## src/rtl/fifo_ctrl.sv

```systemverilog
// Pointer and status controller for the UART RX/TX FIFOs: storage addresses,
// gated write enable, fill level and sticky overflow/underflow flags.
module fifo_ctrl #(
  parameter int unsigned ADDR_WIDTH = 2,
  parameter int unsigned AF_LEVEL   = 3
) (
  input  logic                  clk,
  input  logic                  reset,
  input  logic                  wr,
  input  logic                  rd,
  input  logic                  err_clr,
  output logic                  wr_en,
  output logic [ADDR_WIDTH-1:0] w_addr,
  output logic [ADDR_WIDTH-1:0] r_addr,
  output logic                  empty,
  output logic                  full,
  output logic [ADDR_WIDTH:0]   count,
  output logic                  almost_full,
  output logic                  overflow,
  output logic                  underflow
);

  localparam int unsigned          Depth    = 2 ** ADDR_WIDTH;
  localparam logic [ADDR_WIDTH:0]  DepthCnt = (ADDR_WIDTH + 1)'(Depth);
  localparam logic [ADDR_WIDTH:0]  AfLevel  = (ADDR_WIDTH + 1)'(AF_LEVEL);

  logic [ADDR_WIDTH-1:0] wp_q, wp_d, rp_q, rp_d;
  logic [ADDR_WIDTH-1:0] wp_inc, rp_inc;
  logic [ADDR_WIDTH:0]   count_q, count_d;
  logic                  empty_q, empty_d;
  logic                  full_q, full_d;
  logic                  overflow_q, overflow_d;
  logic                  underflow_q, underflow_d;
  logic                  wr_acc, rd_acc;

  always_comb begin
    wr_acc = wr & ~full_q;
    rd_acc = rd & ~empty_q;
    wp_inc = wp_q + 1'b1;
    rp_inc = rp_q + 1'b1;

    wp_d    = wp_q;
    rp_d    = rp_q;
    count_d = count_q;
    empty_d = empty_q;
    full_d  = full_q;

    case ({wr_acc, rd_acc})
      2'b10: begin
        wp_d    = wp_inc;
        count_d = count_q + 1'b1;
        empty_d = 1'b0;
        full_d  = (wp_inc == rp_q);
      end
      2'b01: begin
        rp_d    = rp_inc;
        count_d = count_q - 1'b1;
        full_d  = 1'b0;
        empty_d = (rp_inc == wp_q);
      end
      // Simultaneous push and pop leaves the fill level untouched.
      2'b11: begin
        wp_d = wp_inc;
        rp_d = rp_inc;
      end
      default: ;
    endcase
  end

  // Error flags: clear first so a same-cycle set condition takes priority.
  always_comb begin
    overflow_d  = overflow_q;
    underflow_d = underflow_q;
    if (err_clr) begin
      overflow_d  = 1'b0;
      underflow_d = 1'b0;
    end
    if (wr & full_q & ~rd) overflow_d  = 1'b1;
    if (rd & empty_q)      underflow_d = 1'b1;
  end

  always_ff @(posedge clk or posedge reset) begin
    if (reset) begin
      wp_q        <= '0;
      rp_q        <= '0;
      count_q     <= '0;
      empty_q     <= 1'b1;
      full_q      <= 1'b0;
      overflow_q  <= 1'b0;
      underflow_q <= 1'b0;
    end else begin
      wp_q        <= wp_d;
      rp_q        <= rp_d;
      count_q     <= count_d;
      empty_q     <= empty_d;
      full_q      <= full_d;
      overflow_q  <= overflow_d;
      underflow_q <= underflow_d;
    end
  end

  always_comb begin
    wr_en       = wr & ~full_q;
    w_addr      = wp_q;
    r_addr      = rp_q;
    empty       = empty_q;
    full        = full_q;
    count       = count_q;
    almost_full = (count_q >= AfLevel);
    overflow    = overflow_q;
    underflow   = underflow_q;
  end

`ifndef SYNTHESIS
  a_not_empty_and_full : assert property (@(posedge clk) disable iff (reset)
    !(empty_q && full_q));
  a_count_bounded : assert property (@(posedge clk) disable iff (reset)
    count_q <= DepthCnt);
  a_count_matches_ptrs : assert property (@(posedge clk) disable iff (reset)
    count_q == (full_q ? DepthCnt : {1'b0, wp_q - rp_q}));
`endif

endmodule

```

## config.mk

```make
export PLATFORM = sky130hd
export DESIGN_NAME = fifo_ctrl
export DESIGN_NICKNAME = d
export VERILOG_FILES = /design/src/rtl/fifo_ctrl.sv
export SDC_FILE = /design/constraint.sdc
export NUM_CORES = 1
export LEC_CHECK = 0
export BUFFER_PORTS_ARGS = -buffer_cell sky130_fd_sc_hd__buf_2
export CAP_MARGIN = 15
export CORE_UTILIZATION = 42
export CTS_CLUSTER_DIAMETER = 50
export CTS_CLUSTER_SIZE = 8
export DETAILED_ROUTE_END_ITERATION = 16
export PLACE_DENSITY = 0.83
export SLEW_MARGIN = 20
export SYNTH_ARGS = -nofsm -noshare
export SYNTH_HDL_FRONTEND = slang
export SYNTH_SLANG_ARGS = --single-unit
```

## constraint.sdc

```tcl
create_clock -name clk -period 1.7 [get_ports clk]
set_input_delay 0.34 -clock clk [delete_from_list [all_inputs] [get_ports clk]]
set_output_delay 0.34 -clock clk [all_outputs]
set_load 0.1 [all_outputs]
```

After elaboration in Yosys (flattened, before gate mapping) --
Index checks and enable logic that the tools add are counted.
Word-level totals: flip-flop bits (word level) 11, input bits 5, output and inout bits 13, word-level logic and storage cells 36
Cells by class: add/subtract/negate cells 4, order comparisons 1, equal/unequal tests 5, mux-type cells 6, bitwise logic cells 8, reductions and logical operators 5
Operators by type and width (count):
- $pmux W3 S2 | 1
- $reduce_bool A2 Y1 | 3
- $and A1 B1 Y1 | 5
- $add A2 B1 Y2 const B | 2
- $eq A2 B2 Y1 | 2
- $eq A2 B2 Y1 const B | 2
- $pmux W1 S2 | 2
- $reduce_or A2 Y1 | 2
- $add A3 B1 Y3 const B | 1
- $ge A3 B2 Y1 const B | 1
- $mux W1 | 3
- $not A1 Y1 | 3
- $sub A3 B1 Y3 const B | 1
- $eq A2 B1 Y1 const B | 1

Depth between registers and ports, before layout --
depth after elaboration 4, mapped depth 7, depth with buffers taken out 7

Worst setup path before layout --
Ideal clock, no wire load.
path kind register to register, start point register full_q (netlist: full), end point register count_q[2] (netlist: count[2]), library setup time 0.162 ns, data arrival time 2.159 ns, data required time 1.538 ns, setup slack -0.621 ns, stages on the path, launching flop included 8, buffers on the path 0, clock period less this slack 2.321 ns, cell sequence dfrtp_1 nand2b_1 ha_1 xor2_1 ha_1 a21oi_1 mux2i_1 xor2_1
Between the ends: longest elaborated chain between the ends 4, elaborated cells on any way between the ends 6, those cells by class eq/ne: 2; mux: 1; bitwise: 2; reduce/logical: 1
Ends and longest elaborated chain:
- from (decl) | RTL line 31 | logic full_q, full_d;
- from (signal assigned) | RTL line 96 | full_q <= full_d;
- $not A1 Y1 * | RTL line 37 | wr_acc = wr & ~full_q;
- $and A1 B1 Y1 * | RTL line 37
- $eq A2 B1 Y1 or $eq A2 B2 Y1 (tied branches) | RTL line 48 | case ({wr_acc, rd_acc})
- $pmux W3 S2 or $reduce_bool A2 Y1 (tied branches)
- to (signal assigned) | RTL line 94 | count_q <= count_d;
- to (decl) | RTL line 29 | logic [ADDR_WIDTH:0] count_q, count_d;
Mark *: on every way between the ends. The rest lies on a longest branch, timed or not. A chain may end at the register's enable or synchronous reset.

Final worst setup path --
start point register empty_q (netlist: empty), end point register count_q[2] (netlist: count[2])
Between the ends: longest elaborated chain between the ends 4, elaborated cells on any way between the ends 6, those cells by class eq/ne: 2; mux: 1; bitwise: 2; reduce/logical: 1
Ends and longest elaborated chain:
- from (decl) | RTL line 30 | logic empty_q, empty_d;
- from (signal assigned) | RTL line 95 | empty_q <= empty_d;
- $not A1 Y1 * | RTL line 38 | rd_acc = rd & ~empty_q;
- $and A1 B1 Y1 * | RTL line 38
- $eq A2 B1 Y1 or $eq A2 B2 Y1 (tied branches) | RTL line 48
- $pmux W3 S2 or $reduce_bool A2 Y1 (tied branches)
Marked as above.

==> results_dict.tcl <==
set metrics [dict create \
    yosys-top-cells-area "dfrtp_1 45%, ha_1 6.7%, xnor2_1 6.3%" \
    path_cells "nor2b_4 -> ha_4 -> xor2_2 -> ha_2 -> a21oi_2 -> mux2i_1 -> xor2_1" \
    syn_to_final_growth_pct 46.07 \
    endpoint_kind "flip-flop" \
    ys_seq_area_share_pct 49.66 \
    antennaDiodeCount 0 \
    route.met3.wl_um 40 \
    avgSynthCellArea_um2 11.36 \
    grt_pass1_wl_um 1435 \
    hold_path.class "primary input to async pin" \
    cts_made_buffers 3 \
    clockBufferDepth 2 \
    synth_nets 57 \
    fillers 88 \
    rsz0062_at_grt "true" \
    netlist_instances 49 \
    ff2ff_setup_slack_ps -50 \
    crit_cells 7 \
    yosys_most_used_dff "dfrtp_1" \
    fp.coreArea_um2 1171 \
    insertion_delay_ps 270 \
    cp.arrival_ps 1940 \
    crit_type "flip-flop to flip-flop" \
    fin_nets 84 \
    crit_buf_inv 0 \
    routed-wl-met2_um 520 \
    critical-path-max-stage-delay_ps 630 \
    crit_end "count[2]$_DFFE_PP0P_" \
    die-height_um 38.41 \
    grt_remaining_overflow 0 \
    cts_root_buffer "clkbuf_4" \
    first_iter_violations 6 \
    via_per_inst 4.764 \
    ant_nets 0 \
    drv_cap 0 \
    crit_fanout 3 \
    synthTopCellsByCount "10 x dfrtp_1, 5 x nand2_1, 4 x inv_1, 4 x xnor2_1" \
    fin_crit_sh_pct 102.7 \
    slew_viol_final 0 \
    gp_congestion 0.7615 \
    worst_ep_required_time_ps 1890 \
    postSynth.asyncResetShare_pct 100.0 \
    synth_cell_types 19 \
    rr_startpoint "empty$_DFFE_PP1P_" \
    wirelength_um 997 \
    cp_top_family "flip-flops" \
    die_w_um 38.41 \
    drt-pass1-iter-count 2 \
    highest_layer "met4" \
    cts.sinks 11 \
    syn_area_um2 556.8 \
    cts_tree "yes" \
    die-area_um2 1475 \
    netlist.area_leader.share_pct 44.94 \
    start_util_pct 47.54 \
    setup_violations 1 \
    via_count 424 \
    yosys_register_bits 11 \
    grt_usage_pct 15.12 \
    ctsHoldBuffers 0 \
    failed_checks "negative setup slack" \
    r2r_cells 7 \
    m1WireLength_um 423 \
    hold_slack_ps 43.92 \
    post-synth-top-count-cell "dfrtp_1" \
    ios 18 \
    tightest_slew_ps 499.8 \
    hold_violations 0 \
    fin_crit_ps 1747 \
    synth_area_leader_cell "dfrtp_1" \
    synth_warnings 0 \
    io_buffers 17 \
    status "complete, but fails checks" \
    cts_max_level 1 \
    timing.fmax_ghz 0.5725 \
    grt_max_degree 12 \
    crit_path_start_kind "flip-flop" \
    drc 0 \
    synth-edff-count 0 \
    cp_slowest_cell "dfstp_4" \
    skew_ps 1.784 \
    clk_pin_slew_ps 70 \
    slew_headroom_pct 66.91 \
    layout-drive-gt1-share_pct 56.00 \
    placement_rows 12 \
    dp_hpwl_um 783.3 \
    reg2reg_to "count[2]$_DFFE_PP0P_" \
    grt_pass1_vias 374 \
    wl_per_cell_um 11.20 \
    critPathLaunch "empty$_DFFE_PP1P_" \
    antenna_found_initial 0 \
    setup_ws_ps -46.70 \
]
stage by stage:
step	cell area, um^2	utilization, %	setup slack, ps	instances	TNS (ps)
final	813.3	69.44	-46.70	89	-46.70
after floorplan	606.8	-	-243.7	49	-382.9
after global placement	772.0	65.92	-3.720	84	-3.720
after global routing	813.3	69.44	-123.6	89	-123.6
after CTS	798.3	68.16	-49.21	88	-49.21
after detailed placement	772.0	65.92	-34.71	84	-34.71
cells by family (layout without fill, tap and decap cells):
family	Yosys count	count (layout)	synth area share, %
AND/OR/NAND/NOR	12	12	11.46
flip-flops	11	11	49.66
XOR/XNOR	8	8	13.93
AO/OA/AOI/OAI	6	6	7.190
buffers and inverters	5	31	3.594
multiplexers	4	4	7.416
adder cells (fa/ha/maj)	3	3	6.742
worst register-to-register path, delay by kind of cell (launching register included):
family	cells	cell delay [ps]
AO/OA/AOI/OAI	1	120
XOR/XNOR	2	290
AND/OR/NAND/NOR	1	50
adder cells (fa/ha/maj)	2	350
multiplexers	1	240
flip-flops	1	630
area by class of cell:
| type | count | area, um^2 | area share, % |
|---|---|---|---|
| multi-input combinational | 33 | 302.8 | 37.23 |
| sequential | 11 | 287.8 | 35.38 |
| tap | 14 | 17.52 | 2.154 |
| timing repair buffer | 23 | 160.2 | 19.69 |
| inverter | 4 | 18.77 | 2.308 |
| clock buffer | 4 | 26.28 | 3.231 |
routing by layer:
metal	vias up	global-route usage, %
met1	197	19.01
met3	2	1.744
li1	211	-
met2	14	24.15
met4	0	10.34
met5	-	0
placed cells by master (no fill, tap or decap), types with 2 or more instances in the layout:
cell / Yosys / routed
buf_2: 0 / 15
clkbuf_4: 0 / 3
mux2i_1: 3 / 3
buf_12: 0 / 2
dfrtp_2: 0 / 3
nor2b_1: 3 / 2
dfrtp_1: 10 / 6
xor2_1: 3 / 2
buf_4: 0 / 6
inv_1: 4 / 3
xor2_2: 1 / 2
o21ai_0: 3 / 3
nand2_1: 5 / 5
xnor2_1: 4 / 4
how the worst min path moves through the flow:
stage	start	to	slack (ps)
2_1_floorplan	reset	overflow$_DFFE_PP0P_	190
3_3_place_gp	reset	w_addr[1]$_DFFE_PP0P_	350
3_5_place_dp	reset	overflow$_DFFE_PP0P_	350
4_1_cts	reset	full$_DFFE_PP0P_	60
5_1_grt	reset	overflow$_DFFE_PP0P_	90
6_report	reset	full$_DFFE_PP0P_	40
what timing repair did:
item,4_1_cts,5_1_grt
buffers inserted,0,1
gates resized for setup,0,1
cloned,0,0
endpoints found under the setup margin,1,2
pin swaps,1,4
sequential cells by signal (all words and copies together) (netlist names):
register,cells
overflow,1
w_addr,2
empty,1
count,3
r_addr,2
underflow,1
full,1
Power is not shown: default switching activity piles up to over one toggle a cycle in this logic, so the estimate is an artifact.
